--- config.mk ---
export PLATFORM = sky130hd
export DESIGN_NAME = uart_ctrl_fsm
export DESIGN_NICKNAME = d
export VERILOG_FILES = /design/src/rtl/uart_ctrl_fsm.sv
export SDC_FILE = /design/constraint.sdc
export NUM_CORES = 1
export LEC_CHECK = 0
export ABC_AREA = 1
export CORE_ASPECT_RATIO = 2
export CORE_UTILIZATION = 42
export DETAILED_ROUTE_END_ITERATION = 8
export PLACE_DENSITY_LB_ADDON = 0.1
export SLEW_MARGIN = 0
export SYNTH_ARGS = -nofsm -noshare
export SYNTH_HDL_FRONTEND = slang
export SYNTH_SLANG_ARGS = --single-unit
--- constraint.sdc ---
create_clock -name clk_i -period 2.5 [get_ports clk_i]
set_input_delay 0.5 -clock clk_i [delete_from_list [all_inputs] [get_ports clk_i]]
set_output_delay 0.5 -clock clk_i [all_outputs]
set_load 0.03 [all_outputs]
--- src/rtl/uart_ctrl_fsm.sv ---
// UART control sequencer: launches TX from the SEND bit, captures RX bytes,
// and writes status back through the register's low-priority port with loss detection.
module uart_ctrl_fsm #(
  parameter int N            = 32,
  parameter int BUSY_TIMEOUT = 16
) (
  input  logic         clk_i,
  input  logic         rst_i,
  input  logic [N-1:0] control_i,
  input  logic [7:0]   tx_data_i,
  input  logic         tx_busy_i,
  input  logic         rx_valid_i,
  input  logic [7:0]   rx_data_i,
  output logic         tx_start_o,
  output logic [7:0]   tx_data_o,
  output logic [7:0]   rx_data_o,
  output logic         rx_we_o,
  output logic [N-1:0] ctrl_o,
  output logic         ctrl_we_o
);

  localparam int CNT_W = $clog2(BUSY_TIMEOUT + 1);

  localparam logic [2:0] S_IDLE      = 3'd0;
  localparam logic [2:0] S_START     = 3'd1;
  localparam logic [2:0] S_WAIT_BUSY = 3'd2;
  localparam logic [2:0] S_WAIT_DONE = 3'd3;
  localparam logic [2:0] S_CLR_SEND  = 3'd4;
  localparam logic [2:0] S_RX_WB     = 3'd5;
  localparam logic [2:0] S_RX_CHK    = 3'd6;

  logic [2:0]       r_state;
  logic [2:0]       w_next;
  logic [CNT_W-1:0] r_cnt;
  logic             w_timeout;
  logic [7:0]       r_tx_data;
  logic [7:0]       r_rx_buf;
  logic [7:0]       r_rx_data;
  logic [7:0]       w_buf_next;
  logic             r_pending;
  logic             r_ovr;
  logic             r_ovr_wb;
  logic             r_retry;
  logic             w_first_wb;

  assign w_timeout  = (r_cnt == CNT_W'(BUSY_TIMEOUT - 1));
  // A retry pass through RX_WB only repeats the control write, never the data write.
  assign w_first_wb = (r_state == S_RX_WB) && !r_retry;
  assign w_buf_next = rx_valid_i ? rx_data_i : r_rx_buf;

  always_comb begin
    w_next = r_state;
    case (r_state)
      S_IDLE: begin
        if (r_pending) begin
          w_next = S_RX_WB;
        end else if (control_i[0]) begin
          w_next = S_START;
        end else begin
          w_next = S_IDLE;
        end
      end
      S_START: w_next = S_WAIT_BUSY;
      S_WAIT_BUSY: begin
        if (tx_busy_i) begin
          w_next = S_WAIT_DONE;
        end else if (w_timeout) begin
          w_next = S_CLR_SEND;
        end else begin
          w_next = S_WAIT_BUSY;
        end
      end
      S_WAIT_DONE: begin
        if (!tx_busy_i) begin
          w_next = S_CLR_SEND;
        end else begin
          w_next = S_WAIT_DONE;
        end
      end
      S_CLR_SEND: w_next = S_IDLE;
      S_RX_WB:    w_next = S_RX_CHK;
      S_RX_CHK: begin
        if (control_i[1]) begin
          w_next = S_IDLE;
        end else begin
          w_next = S_RX_WB;
        end
      end
      default: w_next = S_IDLE;
    endcase
  end

  always_ff @(posedge clk_i or posedge rst_i) begin
    if (rst_i) begin
      r_state   <= S_IDLE;
      r_cnt     <= '0;
      r_tx_data <= 8'h00;
    end else begin
      r_state <= w_next;
      if (r_state == S_START) begin
        r_cnt <= '0;
      end else if (r_state == S_WAIT_BUSY && !tx_busy_i && !w_timeout) begin
        r_cnt <= r_cnt + CNT_W'(1);
      end
      if (r_state == S_IDLE && w_next == S_START) begin
        r_tx_data <= tx_data_i;
      end
    end
  end

  // RX capture runs in every state; a byte landing while the previous one is still unwritten is an overrun.
  always_ff @(posedge clk_i or posedge rst_i) begin
    if (rst_i) begin
      r_rx_buf  <= 8'h00;
      r_rx_data <= 8'h00;
      r_pending <= 1'b0;
      r_ovr     <= 1'b0;
      r_ovr_wb  <= 1'b0;
      r_retry   <= 1'b0;
    end else begin
      if (rx_valid_i) begin
        r_rx_buf  <= rx_data_i;
        r_pending <= 1'b1;
        r_ovr     <= w_first_wb ? 1'b0 : (r_ovr | r_pending);
      end else if (w_first_wb) begin
        r_pending <= 1'b0;
        r_ovr     <= 1'b0;
      end
      if (r_state == S_IDLE && r_pending) begin
        r_rx_data <= w_buf_next;
      end
      if (w_first_wb) begin
        r_ovr_wb <= r_ovr;
      end
      if (r_state == S_RX_CHK) begin
        r_retry <= ~control_i[1];
      end
    end
  end

  always_comb begin
    ctrl_o = '0;
    case (r_state)
      S_CLR_SEND: ctrl_o = {control_i[N-1:1], 1'b0};
      S_RX_WB: begin
        ctrl_o    = control_i;
        ctrl_o[1] = 1'b1;
        ctrl_o[2] = control_i[2] | (r_retry ? r_ovr_wb : r_ovr);
      end
      default: ctrl_o = '0;
    endcase
  end

  assign tx_start_o = (r_state == S_START);
  assign rx_we_o    = w_first_wb;
  assign ctrl_we_o  = (r_state == S_CLR_SEND) || (r_state == S_RX_WB);
  assign tx_data_o  = r_tx_data;
  assign rx_data_o  = r_rx_data;

endmodule

==> metrics.txt, run 1 <==
outcome completed; syn_area_per_cell 8.18 um2; pin count of the biggest net entering global routing 37; Yosys cell types 26; Area Growth Syn to Fin 66.0%; first-pass GRT wire length 8270 um; synth top area cells dfrtp_1 (47%), nand2_1 (10%), inv_1 (8.8%); Post-Route WL 5120 um; cts hold-fix bufs 0; clock latency on the worst-skew pair 0.29 ns; CTS Buf Count 5; setup repair bufs after CTS 0; Rows 34; CTS root buffer clkbuf_8; Achievable Freq 414 MHz; hpwl dp 3990 um; Placed Instances 390; Buf+Inv Stages, Crit Path 3; Worst Path Max Fanout 12; Ys Warns 0; Hold Vio Cnt, Final 0; Top FF cell, synth dfrtp_1; pwr/cell area 1120 nW/um2; crit path max-delay cell type clkdlybuf4s50_1; syn nets 289; n_diodes 0; WS Path Type register to primary output; routed vias 1,817; Tmin final 2.41 ns; routed len/inst 12.9 um; Post-synth EDFFs 0; DIE AREA 4870 um2; Port Buf Inserts 102; vias per inst 4.57; vias in the first global route 1,814; Clock Tree Buf Depth 2; Critical Path, Cell by Cell inv_2, nand2_1, buf_4, nor2_1, clkdlybuf4s50_1; CP max stage delay 0.68 ns; number of max-cap violations 0; Worst Skew 0.00835 ns; HP Class register to register; final period utilization 96.5%; final net count 397; DRC errors left 0; Worst Path Arrival 1.91 ns; Initial Util 43.9%; crit path capture type primary output; slew margin rel. 70.0%; Worst EP required 2.00 ns; DR pass1 iterations 4; antenna violations before repair 0; P_leak 1.99 nW; grt ovf 0; post-CTS sizing 2; CTS clk-pin slew, worst paths 0.07 ns; Die X 49.8 um; most numerous cell in the Yosys netlist nand2_1; setup_tns 0 ns; pins over their slew limit 0; Mapped Area 1920 um2; fin cells 398; kind of start point of the critical path register; Synth Register Bits 36; sequential share of the synthesized area 46.9%; RSZ-0062 raised after global routing false; Cells after Synth 235; Core ar. 4380 um2; Clock Sinks 36; Initial DRC Count 16; layout cells sized above 1 12.8%; FFs w/ async S/R, synth 100%; peak supply drop 806 uV; gr usage total 22.3%; Final GP Congestion 0.730; Final ANT Viol Nets 0; top cells by count, synth nand2_1 (53), inv_1 (45), nor2_1 (37); share of the synthesized area in the top cell type 46.9%; Tightest Pin Transition 0.450 ns; die span in y 97.7 um; fill count 369; final setup vio count 0; Crit path max-delay family buffers and inverters; CTS tree done; I/O pins 103; CTS H-tree lvls 2; Yosys top cell by area dfrtp_1
-- final timing paths --
path | start | endpoint | slack (ns) | cells past startpoint
setup / recovery | r_state[1] | ctrl_o[17] | 0.09 | 5
hold / removal | tx_data_o[0] | tx_data_o[0] | 0.48 | 2
setup reg to reg | r_cnt[0] | tx_data_o[6] | 0.73 | 12
hold reg to reg | tx_data_o[0] | tx_data_o[0] | 0.48 | 2
max in group asynchronous | rst_i | r_state[2] | 1.55 | 3
min in group asynchronous | rst_i | rx_data_o[2] | 0.61 | 3
-- cell usage in the layout, fill, tap and decap left out --
cell / count
clkdlybuf4s50_1: 73
nand2_1: 53
inv_1: 45
nor2_1: 37
dfrtp_1: 35
dlymetal6s2s_1: 24
nand3_1: 16
mux2_2: 8
clkbuf_8: 7
buf_4: 7
nor2_4: 5
nand2_4: 4
o21ai_0: 4
nand4_1: 3
inv_4: 2
inv_2: 2
nand3_4: 2
a21oi_1: 2
ha_1: 2
a21oi_4: 1
nor2_8: 1
nand2_2: 1
o21bai_1: 1
nand3_2: 1
nor2_2: 1
o22ai_1: 1
nand3b_1: 1
o21ai_1: 1
xor2_1: 1
bufinv_16: 1
dlygate4sd2_1: 1
dfrtp_2: 1
-- where the power goes --
group | internal, mW | switching (mW)
clock network | 0.352 | 0.204
registers | 0.793 | 0.162
logic | 0.788 | 1.28
-- sequential cells by signal, indices dropped and copies added (netlist names) --
name       cells
r_ovr          1
r_rx_buf       8
rx_data_o      8
r_state        3
r_cnt          5
r_pending      1
r_ovr_wb       1
tx_data_o      8
r_retry        1
-- final cells by class --
| type | instances | area, um2 | area share [%] |
|---|---|---|---|
| Tap cell | 54 | 67.6 | 2.12 |
| Multi-Input combinational cell | 146 | 812 | 25.5 |
| Timing Repair Buffer | 105 | 1090 | 34.2 |
| Clock buffer | 7 | 96.3 | 3.02 |
| Inverter | 49 | 189 | 5.92 |
| Clock inverter | 1 | 30.0 | 0.942 |
| Sequential cell | 36 | 902 | 28.3 |
-- cells by family after synthesis --
logic type | synth area share, %
AO/OA/AOI/OAI | 3.39
XOR/XNOR | 0.456
adder cells (fa/ha/maj) | 1.30
buffers and inverters | 10.9
flip-flops | 46.9
multiplexers | 4.69
AND/OR/NAND/NOR | 32.4
-- per-layer routing --
layer	global-route usage (%)	part of all wire (%)
met3	4.38	5.6
met5	0	0
met2	41.9	57
met4	7.91	1.7
met1	23.2	36
-- tightest hold or removal path, cell delays in order (launching register included) --
cell and delay [ns]:
dfrtp_1 0.35, nand2_1 0.05, nand2_1 0.05
-- through the flow --
step | area [um2] | util (%) | total power [mW] | setup slack (ns) | hold slack (ns)
finish | 3190 | 72.8 | 3.57 | 0.0868 | 0.475
global route | 3190 | 72.8 | 3.79 | 0.00938 | 0.495
CTS | 3130 | 71.4 | 3.62 | 0.0296 | 0.480
detailed placement | 3000 | 68.5 | 3.06 | 0.193 | 0.459
global placement | 3000 | 68.5 | 3.02 | 0.213 | 0.454
floorplan | 1920 | - | 2.26 | 0.696 | 0.454
No activity file was read; power rests on OpenSTA's default activity.
==> run 2, diff against run 1 <==
Settings changed: HOLD_SLACK_MARGIN set to 0.1.
==> results of run 2 <==
No change in the layout: final DEF, timing and power equal those of run 1.
==> run 3, diff against run 2 <==
Settings changed: PLACE_DENSITY set to 0.85, PLACE_DENSITY_LB_ADDON 0.1 to unset.
==> metrics.txt, run 3 (synthesized netlist as in run 1, its figures left out) <==
final setup vio count 0 (unchanged); Core ar. 4380 um2 (unchanged); logic gate share of total power 58.0% (+0.3 points); hpwl dp 3780 um (-5.4%); Reg2Reg Launch Point r_cnt[0]; CP Launch Point r_state[1]; HP Class register to register; outcome completed; Clock Sinks 36 (unchanged); commonest cells after routing, fill and taps aside clkdlybuf4s50_1 (80), nand2_1 (53), inv_1 (45); Flop pwr share 26.6% (about the same); CTS H-tree lvls 2 (unchanged); final net count 396 (-0.25%); Post-Route WL 4900 um (-4.3%); vias in the first global route 1,802 (-0.66%); Final ANT Viol Nets 0 (unchanged); Initial Util 43.9% (unchanged); n_diodes 0 (unchanged); DIE AREA 4870 um2 (unchanged); fill count 343 (-7.0%); worst hold start tx_data_o[0]; Critical Path, Cell by Cell inv_2, nand2_1, buf_12, nor2_1, clkdlybuf4s50_1; Worst Path Max Fanout 31 (+19); layout cells sized above 1 13.1% (+0.33 points); antenna violations before repair 0 (unchanged); CTS root buffer clkbuf_8; P_leak 1.83 nW (-8.0%); Die X 49.8 um (unchanged); RSZ-0062 raised after global routing false; CTS Buf Count 5 (unchanged); Worst Skew 0.00664 ns (-0.00171 ns); vias per inst 4.65 (+2.0%); Tightest Pin Transition 0.457 ns (+0.00726 ns); routed vias 1,848 (+1.7%); crit path capture type primary output; kind of start point of the critical path register; DRC errors left 0 (unchanged); pins over their slew limit 0 (unchanged); Final GP Congestion 0.865 (+19%); crit path max-delay cell type clkdlybuf4s50_1; gr usage total 20.9% (-1.3 points); slew margin rel. 69.4% (-0.58 points); pin count of the biggest net entering global routing 37 (unchanged); peak supply drop 742 uV (-8.0%); WHS 0.469 ns (-0.00597 ns); setup repair bufs after CTS 0 (unchanged); Tmin final 2.45 ns (+0.0364 ns); first-pass GRT wire length 7870 um (-4.8%); Hold Vio Cnt, Final 0 (unchanged); die span in y 97.7 um (unchanged); cts hold-fix bufs 0 (unchanged); Worst Path Arrival 1.95 ns (+0.04 ns); Pint 1.94 mW (+0.53%); Port Buf Inserts 102 (unchanged); Rows 34 (unchanged); Initial DRC Count 28 (+12); Sw Ratio 45.6% (-0.34 points); WS Path Type register to primary output; clock latency on the worst-skew pair 0.29 ns (about the same); Sw Pwr 1.63 mW (-0.85%); I/O pins 103 (unchanged); grt ovf 0 (unchanged); CTS clk-pin slew, worst paths 0.07 ns (about the same); CTS tree done; setup_tns 0 ns (unchanged); pwr/cell area 1130 nW/um2 (+0.73%); DR pass1 iterations 4 (unchanged); Worst EP required 2.00 ns (about the same); final period utilization 98.0% (+1.5 points); Area Growth Syn to Fin 64.6%; clock network fraction of total power 15.5% (about the same); number of max-cap violations 0 (unchanged); most common cell after layout, fill and taps aside clkdlybuf4s50_1; routed len/inst 12.3 um (-4.0%); Achievable Freq 408 MHz (-1.5%); Clock Tree Buf Depth 2 (unchanged); CP max stage delay 0.68 ns (about the same)
-- run 3: changes by cell type in the layout (fill, tap and decap cells not counted), sizes merged --
cell | before | now
dlygate4sd2 | 1 | 2
buf | 7 | 8
dlymetal6s2s | 24 | 14
clkdlybuf4s50 | 73 | 80
-- run 3: power by group through the flow --
stage / Clock, mW / Sequential [mW] / Combinational (mW)
detailed placement: 0 / 0.956 / 2.10
finish: 0.553 / 0.948 / 2.07
global route: 0.585 / 0.970 / 2.24
global placement: 0 / 0.951 / 2.06
floorplan: 0 / 1.18 / 1.08
CTS: 0.568 / 0.948 / 2.10
-- run 3: critical path, delay by kind of cell (launching register included) --
family                 cells  cell delay [ns]
DFF                        1             0.46
and+or+nand+nor            2             0.20
buffers and inverters      3             0.99
-- run 3: timing repair --
action / in CTS / in global routing
setup endpoints to repair: 2 / 16
cloned: 0 / 0
pin swaps: 0 / 0
gates resized for setup: 2 / 15
-- run 3: area by class of cell --
type / count / area (um2) / share of cell area [%]
Multi-Input combinational cell: 146 / 812 / 25.7
Clock inverter: 1 / 30.0 / 0.949
Timing Repair Buffer: 104 / 1070 / 33.7
Clock buffer: 7 / 96.3 / 3.05
Sequential cell: 36 / 902 / 28.5
Inverter: 49 / 189 / 5.97
Tap cell: 54 / 67.6 / 2.14
-- run 3: worst paths after layout --
kind	slack [ns]	cells after the start	to
setup / recovery	0.05	5	ctrl_o[9]
hold / removal	0.47	2	tx_data_o[0]
setup reg to reg	0.80	12	tx_data_o[2]
hold reg to reg	0.47	2	tx_data_o[0]
max in group asynchronous	1.56	3	r_state[2]
min in group asynchronous	0.60	3	rx_data_o[7]
-- run 3: routing by layer --
metal	global-route usage [%]	routed length (um)	up-vias
li1	-	-	919
met1	20.6	1790	829
met2	38.9	2580	92
met3	4.69	427	8
met4	10.3	105	0
met5	0	0	-
-- run 3: metrics by stage --
step / cell area (um2) / instances / power, mW / util (%) / setup slack (ns)
detailed placement: 3000 / 389 / 3.06 / 68.5 / 0.174
global route: 3160 / 397 / 3.79 / 72.2 / 0.00286
global placement: 3000 / 389 / 3.01 / 68.5 / 0.173
finish: 3160 / 397 / 3.57 / 72.2 / 0.0504
floorplan: 1920 / 235 / 2.26 / - / 0.696
CTS: 3130 / 397 / 3.62 / 71.4 / 0.0181
